### config.mk
export PLATFORM = sky130hd
export DESIGN_NAME = sap1_accumulator_stage_flat
export DESIGN_NICKNAME = d
export VERILOG_FILES = /design/src/rtl/sap1_accumulator_stage_pkg.sv /design/src/rtl/sap1_accumulator_stage_if.sv /design/src/rtl/sap1_accumulator_stage_addsub.sv /design/src/rtl/sap1_accumulator_stage.sv /design/src/flat_wrapper.sv
export SDC_FILE = /design/constraint.sdc
export NUM_CORES = 1
export LEC_CHECK = 0
export BUFFER_PORTS_ARGS = -buffer_cell sky130_fd_sc_hd__buf_2
export CAP_MARGIN = 20
export CORE_MARGIN = 1.5
export CORE_UTILIZATION = 59
export CTS_CLUSTER_DIAMETER = 80
export DETAILED_ROUTE_END_ITERATION = 10
export PLACE_DENSITY_LB_ADDON = 0.15
export SLEW_MARGIN = 20
export SYNTH_ARGS = -nofsm -noshare
export SYNTH_HDL_FRONTEND = slang
export SYNTH_HIERARCHICAL = 1
export SYNTH_SLANG_ARGS = --single-unit
### constraint.sdc
create_clock -name clk -period 3.6 [get_ports clk]
set_input_delay 0.54 -clock clk [delete_from_list [all_inputs] [get_ports clk]]
set_output_delay 0.54 -clock clk [all_outputs]
set_load 0.05 [all_outputs]
### src/rtl/sap1_accumulator_stage_pkg.sv
// Shared constants for the SAP-1 accumulator stage: datapath width,
// micro-op encodings and FSM state encoding.
package sap1_accumulator_stage_pkg;

    localparam int WIDTH = 8;

    localparam logic [1:0] OP_LDA = 2'b00;
    localparam logic [1:0] OP_ADD = 2'b01;
    localparam logic [1:0] OP_SUB = 2'b10;
    localparam logic [1:0] OP_OUT = 2'b11;

    typedef enum logic [1:0] {
        ST_IDLE     = 2'd0,
        ST_EXEC     = 2'd1,
        ST_OUT_WAIT = 2'd2
    } state_t;

endpackage

### src/rtl/sap1_accumulator_stage_if.sv
// Micro-op and output handshakes of the accumulator stage, plus the
// architectural state (A and flags) it exposes.
interface sap1_accumulator_stage_if #(
    parameter int WIDTH = 8
);
    logic             op_valid;
    logic             op_ready;
    logic [1:0]       op_code;
    logic [WIDTH-1:0] op_data;
    logic [WIDTH-1:0] acc;
    logic             flag_c;
    logic             flag_z;
    logic             flag_v;
    logic             out_valid;
    logic             out_ready;
    logic [WIDTH-1:0] out_data;

    // Side that issues micro-ops and consumes the output snapshot.
    modport master (
        output op_valid, op_code, op_data, out_ready,
        input  op_ready, acc, flag_c, flag_z, flag_v, out_valid, out_data
    );

    // The accumulator stage itself.
    modport slave (
        input  op_valid, op_code, op_data, out_ready,
        output op_ready, acc, flag_c, flag_z, flag_v, out_valid, out_data
    );
endinterface

### src/rtl/sap1_accumulator_stage_addsub.sv
// 8-bit adder/subtractor: s = a + (b ^ {8{cb}}) + cb.
// With cb=1 this is a - b and cout=1 means no borrow.
module Adder_Subtractor (
    input  logic [7:0] a,
    input  logic [7:0] b,
    input  logic       cb,
    output logic [7:0] s,
    output logic       cout
);
    logic [7:0] b_eff;

    assign b_eff     = b ^ {8{cb}};
    assign {cout, s} = {1'b0, a} + {1'b0, b_eff} + {8'd0, cb};
endmodule

### src/rtl/sap1_accumulator_stage.sv
// SAP-1 operand/accumulator stage: holds A and B, drives the shared
// adder/subtractor, writes the result back into A and keeps C/Z/V.
// One micro-op in flight at a time; OUT publishes an A snapshot.
module sap1_accumulator_stage
    import sap1_accumulator_stage_pkg::*;
#(
    parameter int WIDTH = sap1_accumulator_stage_pkg::WIDTH
) (
    input  logic                    clk,
    input  logic                    rst_n,
    sap1_accumulator_stage_if.slave bus
);
    state_t           state, state_nxt;
    logic             started;
    logic             accept;
    logic             ld_a, ld_b, ld_out, wb, clr_out;

    logic [WIDTH-1:0] acc_r, b_reg, out_r;
    logic             sub_reg;
    logic             c_r, z_r, v_r, out_vld;

    logic [WIDTH-1:0] sum, b_eff;
    logic             cout, ovf;

    // op_ready stays low during reset and only rises after the first
    // clock edge following release, hence the separate started flag.
    assign bus.op_ready = started & (state == ST_IDLE);
    assign accept       = bus.op_valid & bus.op_ready;

    // Operand path into the adder is purely registered state.
    Adder_Subtractor u_addsub (
        .a    (acc_r),
        .b    (b_reg),
        .cb   (sub_reg),
        .s    (sum),
        .cout (cout)
    );

    assign b_eff = b_reg ^ {WIDTH{sub_reg}};
    assign ovf   = (acc_r[WIDTH-1] == b_eff[WIDTH-1]) & (sum[WIDTH-1] != acc_r[WIDTH-1]);

    // State register and post-reset ready enable.
    always_ff @(posedge clk or negedge rst_n) begin
        if (!rst_n) begin
            state   <= ST_IDLE;
            started <= 1'b0;
        end else begin
            state   <= state_nxt;
            started <= 1'b1;
        end
    end

    // Next-state decode and datapath load enables.
    always_comb begin
        state_nxt = state;
        ld_a      = 1'b0;
        ld_b      = 1'b0;
        ld_out    = 1'b0;
        wb        = 1'b0;
        clr_out   = 1'b0;
        case (state)
            ST_IDLE: begin
                if (accept) begin
                    case (bus.op_code)
                        OP_LDA: ld_a = 1'b1;
                        OP_ADD, OP_SUB: begin
                            ld_b      = 1'b1;
                            state_nxt = ST_EXEC;
                        end
                        default: begin
                            ld_out    = 1'b1;
                            state_nxt = ST_OUT_WAIT;
                        end
                    endcase
                end
            end
            ST_EXEC: begin
                wb        = 1'b1;
                state_nxt = ST_IDLE;
            end
            ST_OUT_WAIT: begin
                if (bus.out_ready) begin
                    clr_out   = 1'b1;
                    state_nxt = ST_IDLE;
                end
            end
            default: state_nxt = ST_IDLE;
        endcase
    end

    // Accumulator, operand, flag and output-snapshot registers.
    always_ff @(posedge clk or negedge rst_n) begin
        if (!rst_n) begin
            acc_r   <= '0;
            b_reg   <= '0;
            sub_reg <= 1'b0;
            c_r     <= 1'b0;
            z_r     <= 1'b0;
            v_r     <= 1'b0;
            out_r   <= '0;
            out_vld <= 1'b0;
        end else begin
            if (ld_a) acc_r <= bus.op_data;
            if (ld_b) begin
                b_reg   <= bus.op_data;
                sub_reg <= (bus.op_code == OP_SUB);
            end
            if (wb) begin
                acc_r <= sum;
                c_r   <= cout;
                z_r   <= (sum == '0);
                v_r   <= ovf;
            end
            if (ld_out) begin
                out_r   <= acc_r;
                out_vld <= 1'b1;
            end
            if (clr_out) out_vld <= 1'b0;
        end
    end

    assign bus.acc       = acc_r;
    assign bus.flag_c    = c_r;
    assign bus.flag_z    = z_r;
    assign bus.flag_v    = v_r;
    assign bus.out_valid = out_vld;
    assign bus.out_data  = out_r;

endmodule
### src/flat_wrapper.sv
// flat-port wrapper written by rule: the top's interface ports become plain ports
module sap1_accumulator_stage_flat import sap1_accumulator_stage_pkg::*;
#(
    parameter int WIDTH = sap1_accumulator_stage_pkg::WIDTH
)
  (clk, rst_n, bus_op_valid, bus_op_code, bus_op_data, bus_out_ready, bus_op_ready, bus_acc, bus_flag_c, bus_flag_z, bus_flag_v, bus_out_valid, bus_out_data);
  sap1_accumulator_stage_if #(.WIDTH(WIDTH)) bus_i ();
  input  logic clk;
  input  logic rst_n;
  input wire logic [$bits(bus_i.op_valid)-1:0] bus_op_valid;
  input wire logic [$bits(bus_i.op_code)-1:0] bus_op_code;
  input wire logic [$bits(bus_i.op_data)-1:0] bus_op_data;
  input wire logic [$bits(bus_i.out_ready)-1:0] bus_out_ready;
  output wire logic [$bits(bus_i.op_ready)-1:0] bus_op_ready;
  output wire logic [$bits(bus_i.acc)-1:0] bus_acc;
  output wire logic [$bits(bus_i.flag_c)-1:0] bus_flag_c;
  output wire logic [$bits(bus_i.flag_z)-1:0] bus_flag_z;
  output wire logic [$bits(bus_i.flag_v)-1:0] bus_flag_v;
  output wire logic [$bits(bus_i.out_valid)-1:0] bus_out_valid;
  output wire logic [$bits(bus_i.out_data)-1:0] bus_out_data;
  assign bus_i.op_valid = bus_op_valid;
  assign bus_i.op_code = bus_op_code;
  assign bus_i.op_data = bus_op_data;
  assign bus_i.out_ready = bus_out_ready;
  assign bus_op_ready = bus_i.op_ready;
  assign bus_acc = bus_i.acc;
  assign bus_flag_c = bus_i.flag_c;
  assign bus_flag_z = bus_i.flag_z;
  assign bus_flag_v = bus_i.flag_v;
  assign bus_out_valid = bus_i.out_valid;
  assign bus_out_data = bus_i.out_data;
  sap1_accumulator_stage #(.WIDTH(WIDTH)) u_core (.clk(clk), .rst_n(rst_n), .bus(bus_i));
endmodule
# Yosys cells after proc, flatten, opt, wreduce, memory -nomap -nowiden
# Cells that the tools add are included.
# Widths: inputs -> output; s select.
# word_totals
regBits	32
output_inout_bits	21
# op_classes
addsub	2
eq_ne	9
muxes	20
bitwise_logic	4
n_reduce_logical	8
# op_table
operator	n
$mux 8	2
$mux 1	14
$add 8x8->9	1
$add 9x1->9	1
$logic_not 8->1	1
$pmux 2 s2	2
$xor 8x8->8	1
$eq 2x1->1 const B	2
$eq 2x2->1 const B	2
$logic_not 2->1	2
$mux 2	2
$ne 2x2->1 const B	2
$reduce_bool 2->1	2
$and 1x1->1	3
$reduce_and 3->1	1
$reduce_or 3->1	1
$ne 2x1->1 const B	1
$reduce_or 2->1	1
$eq 1x1->1	1
$ne 1x1->1	1

# Logic depth before layout (Yosys ltp)
# depth
ltp_word	7
mapped_depth	11
depth_no_buf	10

# By module
# The synthesis kept the hierarchy.
# modules_own_cells
mod	instances	cells_per_inst	area_each_um2
sap1_accumulator_stage	1	100	1427.6
Adder_Subtractor	1	48	397.9

# Worst setup path after synthesis
# No wires, ideal clock.
# synth_timing
path_kind	register to register
startpoint	register u_core.acc_r[0] (netlist: u_core/bus.acc[0])
endpoint	register u_core.acc_r[6] (netlist: u_core/bus.acc[6])
arrival_time_ns	2.237
t_required_ns	3.475
setup_slack_ns	1.238
path_stages_with_launch	9
n_path_buf	0
period_less_slack_ns	2.362
path_cell_list	dfrtp_1 mux2i_2 fa_1 nor2b_1 o31a_1 o31a_1 a31oi_1 mux2_2 mux2_2
# synth_between
elab_chain_len	3
# synth_lines
item	line	rtl
from (decl)	sap1_accumulator_stage.sv:18	logic [WIDTH-1:0] acc_r, b_reg, out_r;
from (signal assigned)	sap1_accumulator_stage.sv:103	if (ld_a) acc_r <= bus.op_data;
from (signal assigned)	sap1_accumulator_stage.sv:109	acc_r <= sum;
$add 8x8->9	sap1_accumulator_stage_addsub.sv:13	assign {cout, s} = {1'b0, a} + {1'b0, b_eff} + {8'd0, cb};
$add 9x1->9	sap1_accumulator_stage_addsub.sv:13	
net u_core.sum[6]	sap1_accumulator_stage.sv:22	logic [WIDTH-1:0] sum, b_eff;
$mux 8	sap1_accumulator_stage.sv:108	if (wb) begin
# The timed path passes the listed nets, and every way through them passes these cells.
# A chain may end at the register's enable or synchronous reset.

# Final worst setup path
# layout_timing
startpoint	register u_core.sub_reg
endpoint	register u_core.acc_r[6] (netlist: u_core/bus.acc[6])
# layout_between
elab_chain_len	4
# layout_lines
item	line	rtl
from (decl)	sap1_accumulator_stage.sv:19	logic sub_reg;
from (signal assigned)	sap1_accumulator_stage.sv:106	sub_reg <= (bus.op_code == OP_SUB);
$xor 8x8->8	sap1_accumulator_stage_addsub.sv:12	assign b_eff = b ^ {8{cb}};
$add 8x8->9	sap1_accumulator_stage_addsub.sv:13	
$add 9x1->9 *	sap1_accumulator_stage_addsub.sv:13	
net u_core.sum[6]	sap1_accumulator_stage.sv:22	
$mux 8 *	sap1_accumulator_stage.sv:108	
# The timed path passes the listed nets; every way through them passes the cells marked *.

==> results.md <==
* Status: complete, no violations
* Nets at 212
* I/O Buffers at 34
* Fillers at 244
* Worst slew pin tran at 765.3 ps
* Simple-gate share of the synthesized area at between 8 and 9%
* Die ar. at between 3000 and 4000 µm²
* # IOs at 35
* Hold Buf Count CTS at 0
* Global route overflow at 0
* Setup TNS at 0 ps
* PostCTS Resize Cnt at 0
* Final period util at between 70 and 80%
* Distinct cells, synth at 35
* Routed via count at ~1300
* Syn nets at 173
* Sequential cell area at approximately 800 µm²
* CP Data Arrival Time at between 2000 and 3000 ps
* FMAX at 0.3818 GHz
* Max cap viols at 0
* Final hold violations at 0
* Die height at just under 60 µm
* Gr usage total at between 20% and 30%
* Longest Clk Path Bufs at 2
* Clock transition at path regs at 100 ps
* Async SR Flop Fraction at 100.0%
* Initial Utilization at between 60% and 70%
* WP data required at ~3800 ps
* Synthesized area at about 1800 µm²
* First DRT Iteration DRCs at 39
* Non-filler cells in the finished layout at 221
* Core Region at 3003 µm²
* First-pass GRT wire length at between 5 and 6 mm
* Die Wd at between 50 and 60 µm
* Routability cong. at about 0.93
* Fin area at between 2000 and 2500 µm²
* Top_reg_cell synth: dfrtp_1
* Dpl hpwl at 2.438 mm
* Setup-failing EPs final at 0
* Share of the synthesized area in the top cell type at 43.87%
* Critical path peak fanout at 10
* Sequential cell area fraction in the yosys report at 43.87%
* WL met1 at about 1.6 mm
* Fin crit period at 2619 ps
* DRC Markers at 0
* Drt pass-1 iters at 6
* CP max stage cell: dfrtp_1
* CP endpoint kind: register
* Buf/Inv on CP at 1
* Setup CP Type: reg -> reg
* Layout cells sized above 1 at between 40% and 50%
* Met2 routed WL at 1.617 mm
* Ant diodes at 0
* Mux contribution to synthesized area at 23.30%
* Setup Fix Bufs, Post-CTS at 0
* Cell type with the highest aggregate area in the netlist: dfrtp_1
* Top layer in use: met4
* Flops & latches, synth at 32
* Post-Route WL at roughly 3.4 mm
* Area share of fa/ha/maj cells after synthesis at between 7 and 8%
* CTS tree: yes
* Post-Synth XOR/XNOR Area at under 10%
* Hold Path Class: in -> async
* CTS sink cnt at 32
* Area grow syn2layout at 13.57%
* Synth Instances at between 100 and 150
* Clk_lat worst skew at 330 ps
* CTS buffer count at 5
* CP top delay family: flip-flops
* H-tree Lvls at 2
* Max Clock Skew at just over 9 ps
* Routed len/inst at around 15 µm
* Multi-input logic area at 968.4 µm²
* Initial antenna violation count at 0
* Worst slew margin at 48.75%
* Vias in the first global route at roughly 1200
* Placed Area at between 2000 and 2500 µm²
* Top cells by area, synth: dfrtp_1, mux2_2, ha_1
* Slew Limit Fails at 0
* Critical-path cell list: xor2_1, inv_1, fa_1, nor2b_1, o31a_1, o31a_1, a31oi_1, mux2_2, mux2_2
* Synth Area in Compound Gates at 6.854%
* Placed cells at between 200 and 250
* Antenna Nets Post-Route at 0
* Root buffer cell: clkbuf_4
* EDFF count, synth at 0
* Final Util at between 60% and 70%
* Ys Warns at 6
* Mapped Avg Cell Area at 12.33 µm²
* Largest stage delay, worst path at around 660 ps
* RSZ-0062 raised after global routing: false
* Routed wl met3 at 119 µm
* Cell row count at 20
* Largest net degree at the start of global routing at 33
* Largest family of logic cells by synthesized area: multiplexers
* Via density at 5.692
* Startpoint types: register
per-layer routing:
layer  track usage [%]  up-vias
met5                 0        -
met4             9.091        0
met3             7.033        5
met2             34.19       24
met1             29.29      628
li1                  -      601
worst paths after layout:
path	start	end	slack (ps)	cells past startpoint
setup / recovery	u_core/sub_reg	u_core/bus.acc[6]	980	9
hold / removal	rst_n	u_core/b_reg[1]	250	1
setup reg to reg	u_core/sub_reg	u_core/bus.acc[6]	980	9
hold reg to reg	u_core/state[0]	u_core/state[1]	510	1
max in group asynchronous	rst_n	u_core/b_reg[3]	2910	1
min in group clk	bus_op_data[7]	u_core/b_reg[7]	460	2
layout by cell type, fill, tap and decap left out, types with 2 or more instances in the layout:
cell type / synthesis / routed
o21ai_0: 3 / 3
inv_1: 9 / 9
a21oi_1: 5 / 5
a31oi_1: 2 / 2
mux2_2: 29 / 29
nor4_1: 2 / 2
clkbuf_4: 0 / 5
nor2_1: 7 / 7
nor2b_1: 3 / 3
nand4_2: 2 / 2
clkbuf_1: 0 / 2
xnor2_1: 4 / 4
nand2_1: 3 / 3
mux2_4: 5 / 5
ha_1: 10 / 10
buf_2: 0 / 34
dfrtp_1: 32 / 32
or2_2: 2 / 2
xor2_1: 9 / 9
o31a_1: 2 / 2
metrics by stage:
stage,worst slack [ps],hold WS (ps)
2_1_floorplan,1238,244.4
3_3_place_gp,1102,474.7
3_5_place_dp,1001,487.9
4_1_cts,986.6,265.9
5_1_grt,797.8,280.0
6_report,980.9,247.3
worst register-to-register path, delay by kind of cell, from the launching register on:
family,cells,cell delay (ps)
xor+xnor,1,250
flops,1,660
fa+ha+maj,1,430
buf+inv,1,80
mux,2,520
compound gates,3,400
simple gates,1,170
cells in the mapped netlist (3+ instances only):
cell type,n
mux2_2,29
nor2_1,7
xnor2_1,4
nor2b_1,3
a21oi_1,5
o21ai_0,3
nand2_1,3
ha_1,10
inv_1,9
mux2_4,5
xor2_1,9
dfrtp_1,32
cell type report:
type,instances,area share (%)
Multi-Input combinational cell,105,46.71
Timing Repair Buffer,34,8.208
Clock buffer,8,2.836
Inverter,9,1.629
Tap cell,33,1.992
Sequential cell,32,38.62
kinds of logic after synthesis:
logic type	count (synthesis)
DFF	32
buffers and inverters	11
AOI/OAI and AO/OA	18
muxes	36
and+or+nand+nor	26
adders and majority gates	11
xor gates and xnor gates	13
other	1
Power is left out: the tool's default activity adds up to more than one toggle a clock period on the data nets, which glitch-free logic cannot reach.
